===== src/rtl/pipe_hazard_ctrl.sv =====
// Five-stage pipeline scheduler: load-use bubbles, branch flushes, memory stalls and halt draining.
// Optional hazard statistics counters are compiled in when HAZARD_STATS_EN is defined.
module pipe_hazard_ctrl #(
   parameter int DRAIN_CYCLES = 3
) (
   input  logic        clk,
   input  logic        rst,
   input  logic [15:0] IFID_Instr,
   input  logic        IFID_ValidRt,
   input  logic        IDEX_MemRead,
   input  logic [2:0]  IDEX_DstRegNum,
   input  logic        ex_flush,
   input  logic        imem_stall,
   input  logic        dmem_stall,
   output logic        pc_en,
   output logic        ifid_en,
   output logic        ifid_flush,
   output logic        idex_en,
   output logic        idex_bubble,
   output logic        exmem_en,
   output logic        memwb_en,
   output logic        halt_out,
   output logic [15:0] stall_cnt,
   output logic [15:0] flush_cnt
);

   localparam int CNT_W = (DRAIN_CYCLES > 2) ? $clog2(DRAIN_CYCLES) : 1;
   localparam logic [CNT_W-1:0] DRAIN_LOAD = CNT_W'(DRAIN_CYCLES - 1);

   typedef enum logic [1:0] {RUN, LDUSE, DRAIN, HALTED} state_t;

   state_t           state, state_nxt;
   logic [CNT_W-1:0] drain_cnt, drain_cnt_nxt;
   logic             ld_use;
   logic             halt_id;
   logic             flush_taken;
   logic             unused_instr_bits;

   assign ld_use  = IDEX_MemRead &
                    ((IDEX_DstRegNum == IFID_Instr[10:8]) |
                     (IFID_ValidRt & (IDEX_DstRegNum == IFID_Instr[7:5])));
   assign halt_id = (IFID_Instr[15:11] == 5'b00000);
   assign unused_instr_bits = ^IFID_Instr[4:0];

   always_comb begin
      state_nxt     = state;
      drain_cnt_nxt = drain_cnt;
      flush_taken   = 1'b0;
      pc_en         = 1'b0;
      ifid_en       = 1'b0;
      ifid_flush    = 1'b0;
      idex_en       = 1'b0;
      idex_bubble   = 1'b0;
      exmem_en      = 1'b0;
      memwb_en      = 1'b0;

      case (state)
         RUN, LDUSE: begin
            // A data-memory stall freezes everything, so the pending decision is re-made next cycle.
            if (!dmem_stall) begin
               state_nxt = RUN;
               idex_en   = 1'b1;
               exmem_en  = 1'b1;
               memwb_en  = 1'b1;
               if (ex_flush) begin
                  flush_taken = 1'b1;
                  pc_en       = 1'b1;
                  ifid_en     = 1'b1;
                  ifid_flush  = 1'b1;
                  idex_bubble = 1'b1;
               end else if (state == RUN && ld_use) begin
                  idex_bubble = 1'b1;
                  state_nxt   = LDUSE;
               end else if (state == RUN && halt_id) begin
                  ifid_en       = 1'b1;
                  ifid_flush    = 1'b1;
                  state_nxt     = DRAIN;
                  drain_cnt_nxt = DRAIN_LOAD;
               end else if (imem_stall) begin
                  ifid_en    = 1'b1;
                  ifid_flush = 1'b1;
               end else begin
                  pc_en   = 1'b1;
                  ifid_en = 1'b1;
               end
            end
         end
         DRAIN: begin
            // No older branch can still be in flight here, so ex_flush is not consulted.
            if (!dmem_stall) begin
               ifid_en     = 1'b1;
               ifid_flush  = 1'b1;
               idex_en     = 1'b1;
               idex_bubble = 1'b1;
               exmem_en    = 1'b1;
               memwb_en    = 1'b1;
               if (drain_cnt == '0) begin
                  state_nxt = HALTED;
               end else begin
                  drain_cnt_nxt = drain_cnt - 1'b1;
               end
            end
         end
         HALTED: begin
            state_nxt = HALTED;
         end
         default: begin
            state_nxt = RUN;
         end
      endcase

      if (rst) begin
         pc_en       = 1'b0;
         ifid_en     = 1'b0;
         ifid_flush  = 1'b1;
         idex_en     = 1'b0;
         idex_bubble = 1'b1;
         exmem_en    = 1'b0;
         memwb_en    = 1'b0;
         flush_taken = 1'b0;
      end
   end

   always_ff @(posedge clk) begin
      if (rst) begin
         state     <= RUN;
         drain_cnt <= '0;
      end else begin
         state     <= state_nxt;
         drain_cnt <= drain_cnt_nxt;
      end
   end

   assign halt_out = (state == HALTED);

`ifdef HAZARD_STATS_EN
   function automatic logic [15:0] sat_inc(input logic [15:0] v);
      return (v == 16'hFFFF) ? v : v + 16'd1;
   endfunction

   logic [15:0] stall_cnt_q;
   logic [15:0] flush_cnt_q;

   always_ff @(posedge clk) begin
      if (rst) begin
         stall_cnt_q <= '0;
         flush_cnt_q <= '0;
      end else begin
         if (!pc_en && state != HALTED) begin
            stall_cnt_q <= sat_inc(stall_cnt_q);
         end
         if (flush_taken) begin
            flush_cnt_q <= sat_inc(flush_cnt_q);
         end
      end
   end

   assign stall_cnt = stall_cnt_q;
   assign flush_cnt = flush_cnt_q;
`else
   assign stall_cnt = 16'h0000;
   assign flush_cnt = 16'h0000;
`endif

endmodule


===== config.mk =====
export PLATFORM = sky130hd
export DESIGN_NAME = pipe_hazard_ctrl
export DESIGN_NICKNAME = d
export VERILOG_FILES = /design/src/rtl/pipe_hazard_ctrl.sv
export SDC_FILE = /design/constraint.sdc
export NUM_CORES = 1
export LEC_CHECK = 0
export ABC_CLOCK_PERIOD_IN_PS = 1800
export CELL_PAD_IN_SITES_DETAIL_PLACEMENT = 1
export CELL_PAD_IN_SITES_GLOBAL_PLACEMENT = 1
export CORE_ASPECT_RATIO = 2
export CORE_UTILIZATION = 17
export DETAILED_ROUTE_END_ITERATION = 8
export PLACE_DENSITY_LB_ADDON = 0.1
export SLEW_MARGIN = 20
export SYNTH_ARGS = -nofsm -noshare
export SYNTH_HDL_FRONTEND = slang
export SYNTH_SLANG_ARGS = --single-unit

===== constraint.sdc =====
create_clock -name clk -period 1.8 [get_ports clk]
set_input_delay 0.36 -clock clk [delete_from_list [all_inputs] [get_ports clk]]
set_output_delay 0.36 -clock clk [all_outputs]
set_load 0.005 [all_outputs]

==> results by stage <==
Detailed routing:
- In the routed design, unresolved DRC markers number 0.
- The average routed wire per standard cell is ~11 um.
- The detail route stage leaves a number of antenna-violating nets equal to 0.
- The first routing iteration left 4 violations.
- For this block, the routed nets add up to 1950 um of wire.
- For this run, the detailed router's first-pass iteration total came to 2.
- The detailed-route via count is 678.
- After detailed routing, the number of vias per cell comes to 3.68.

Power and ir drop:
- The share of total power dissipated in the clock network is 0.439.
- The total internal power is roughly 0.00031 W.
- The switching power summed over all nets is 0.000118 W.
- The ratio of total power to cell area is 419 nW/um^2.
- The power share of the sequential group is 0.216.
- The share of total power dissipated in combinational logic is 0.345.
- The peak supply drop is about 0.17 mV.
- The static leakage is 0.490 nW.
- The switching share of total power is 0.275.

Global routing:
- The first global-routing pass estimated just over 3000 um of wire.
- The initial antenna violation count is 0.
- Entering global routing, the biggest net connects 8 pins.
- The via count of the first global-routing pass is 680.
- The global-route congestion overflow total is 0.
- In the global route stage, overall resource usage came out at 0.0984.

Final layout:
- The multi-input combinational cells in the finished layout cover a total of about 480 um^2.
- Relative to the synthesized area, the layout overhead comes to 52.1%.
- The final net count is 162.
- The count of inserted antenna diode cells is 0.
- Fill cells in the final layout number 497.
- The finished layout holds about 180 standard cells, fillers aside.
- Registers take 85.1 um^2.
- The fraction of final layout cells sized beyond drive strength 1 is 0.383.

Yosys:
- During synthesis, Yosys emitted a total of 0 warnings.
- Ranked by total cell area, the synthesized netlist is headed by buf_4 38%, dfxtp_1 12%, xnor2_1 7.8%.
- The count of different cell masters after synthesis is 29.
- The mean post-synth cell area is 7.47 um^2.
- After technology mapping, the gate count stands at 90.
- In the synthesized netlist the dominant register cell turns out to be dfxtp_1.
- The largest total area in the synthesized netlist belongs to buf_4.
- The number of synthesized flops with an enable pin is 0.
- The sequential cell area fraction in the yosys report is 0.119.
- The share of Yosys cell area claimed by the top area cell type is 0.380.
- For this run, asynchronously set or reset flops after synthesis account for 0.
- Among all cell types in the netlist, the one instantiated most often is buf_4.
- Counting instances in the post-synthesis netlist gives the leading cell types as 34 x buf_4, 8 x nor2_1, 7 x inv_1.
- The number of storage elements in the synthesis netlist is 4.
- The summed instance area of the synthesized netlist is 672 um^2.

Critical path:
- The nature of the critical path endpoint is an output pin.
- Along the worst path, the maximum fanout reaches 2.
- The critical path ends at ifid_flush.
- The worst setup path category is in2out.
- Among all stages on the critical path, the largest delay is contributed by or4_4.
- STA puts the critical path data required time at ~1400 ps.
- The worst register-to-register path begins at state[0].
- The element type at the critical path start is a primary input.
- The number of buffer and inverter instances along the worst setup path is 3.
- The critical path data arrival time is 1770 ps.
- On the worst path, the slowest cell contributes a delay of 530 ps.
- Among cell families on the critical path, the largest total delay comes from simple AND/OR/NAND/NOR gates.
- The number of cells on the worst reg-to-reg path is 5.
- The critical register-to-register path endpoint is drain_cnt[1].
- The start point of the critical path is IFID_Instr[12].
- The signal on the critical path passes through clkbuf_2 > or4_4 > o41a_1 > buf_4 > o31ai_4 > buf_2.
- The setup check on the worst reg-to-reg path leaves a slack of 150 ps.
- The number of gates on the worst path with buffers counted is 6.

Timing:
- The count of final max-slew check failures is 0.
- The final hold violation count was 0.
- The clock arrives with 0.681 ps of skew.
- The final critical path time including I/O delays and setup is 2130 ps.
- Setup repair after global routing could not meet its margin everywhere.
- The final worst slack is -335 ps.
- The upper clock frequency limit is 468 MHz.
- The final period utilization is 1.19.
- The count of final setup violators is 3.
- In the final timing run, aggregate negative setup slack is -585 ps.

Clock tree:
- Counting the buffers created by CTS gives 3.
- CTS built an H-tree with a depth of 1.
- The root buffer cell is clkbuf_8.
- The clock latency on the worst-skew pair is roughly 210 ps.
- For this design, the CTS-stage hold fixing added 0 buffers.
- The clock tree buffer depth is 2.
- After clock tree synthesis, the clock-pin slew on the worst setup and hold paths is 30 ps.
- TritonCTS built the clock tree.
- Counting every sink on the clock net gives 4.

Placed design:
- The cell count after placement is about 180.
- The congestion estimate from routability-driven global placement came to 0.700.
- The post-detailed-placement half-perimeter wirelength is between 1500 and 2000 um.
- Port buffering added 28 buffers.

Floorplan:
- During I/O placement, the number of pins put on the boundary was 66.
- The chip height is 90.9 um.
- The floorplan die area is 4220 um^2.
- The placement row count is 32.
- The floorplan step set the die width to 46.5 um.
- For this configuration, the core starts out at a cell density of 0.177.
- The core area is between 3000 and 4000 um^2.

Worst hold path:
- The worst min-delay path class is reg2reg.

Outcome:
- The run finished, with violations left.
- The checks that failed: negative setup slack.

Run:
- The total of max-cap violations is 0.
-- tightest hold or removal path, delay by kind of cell (launching register included) --
| kind | cells | cell delay [ps] |
|---|---|---|
| DFF | 1 | 300 |
| AOI/OAI and AO/OA | 1 | 70 |
| and+or+nand+nor | 1 | 60 |
-- through the flow --
step | power, W | setup slack, ps | util | hold slack, ps | cell area [um^2]
2_1_floorplan | 0.000203 | 6.96 | - | 468 | 790
3_3_place_gp | 0.000240 | -990 | 0.250 | 476 | 950
3_5_place_dp | 0.000240 | -974 | 0.250 | 487 | 950
4_1_cts | 0.000428 | -553 | 0.266 | 491 | 1010
5_1_grt | 0.000462 | -400 | 0.269 | 536 | 1020
6_report | 0.000429 | -335 | 0.269 | 483 | 1020
-- power groups by stage --
stage | Clock [W] | Combinational, W | Sequential, W
after detailed placement | 0 | 0.000146 | 0.0000937
after CTS | 0.000192 | 0.000143 | 0.0000927
after global placement | 0 | 0.000147 | 0.0000938
after global routing | 0.000205 | 0.000164 | 0.0000928
after floorplan | 0 | 0.000109 | 0.0000941
final | 0.000188 | 0.000148 | 0.0000925
-- registers in the layout, summed over array words and instances, names as in the netlist --
signal / flops
drain_cnt: 2
state: 2
-- cell usage in the layout, fill, tap and decap left out, types with 2 or more instances in the layout --
cell / instances
clkbuf_2: 4
inv_1: 7
dlygate4sd2_1: 6
nor2_1: 6
a21oi_1: 2
nor2_2: 2
or4_4: 2
conb_1: 32
dfxtp_1: 2
a31oi_1: 2
buf_4: 16
clkdlybuf4s50_1: 5
xnor2_1: 6
nand4_1: 4
buf_2: 10
nand2_1: 2
clkbuf_8: 3
-- cell type report --
type                       count  area share
sequential                     4      0.0832
timing repair buffer          44       0.321
inverter                       7      0.0257
tap                           51      0.0624
clock buffer                   3      0.0404
multi-input combinational     75       0.468
-- per-layer routing --
metal / track usage / wire length [um]
met5: 0 / 0
met4: 0.0294 / 3
met1: 0.0994 / 631
met3: 0.0180 / 123
met2: 0.184 / 1190
-- worst min path at each step --
stage                 startpoint            to  slack (ps)  depth (start not counted)
floorplan           drain_cnt[0]  drain_cnt[0]         470                          2
global placement    drain_cnt[0]  drain_cnt[0]         480                          2
detailed placement  drain_cnt[0]  drain_cnt[0]         490                          2
CTS                 drain_cnt[0]  drain_cnt[0]         490                          2
global route        drain_cnt[0]  drain_cnt[0]         540                          2
finish              drain_cnt[0]  drain_cnt[0]         480                          2
-- cell families after synthesis --
group,synth area share
XOR/XNOR,0.0782
AND/OR/NAND/NOR,0.194
flip-flops,0.119
other,0.00558
adder cells (fa/ha/maj),0.0186
buffers and inverters,0.425
AO/OA/AOI/OAI,0.160
-- what timing repair did --
| item | in CTS | in global routing |
|---|---|---|
| gates cloned | 0 | 0 |
| endpoints found under the setup margin | 9 | 6 |
| pin swaps | 17 | 7 |
| resized for setup | 66 | 13 |
| setup buffers | 9 | 0 |
(Power assumes the default switching activity.)
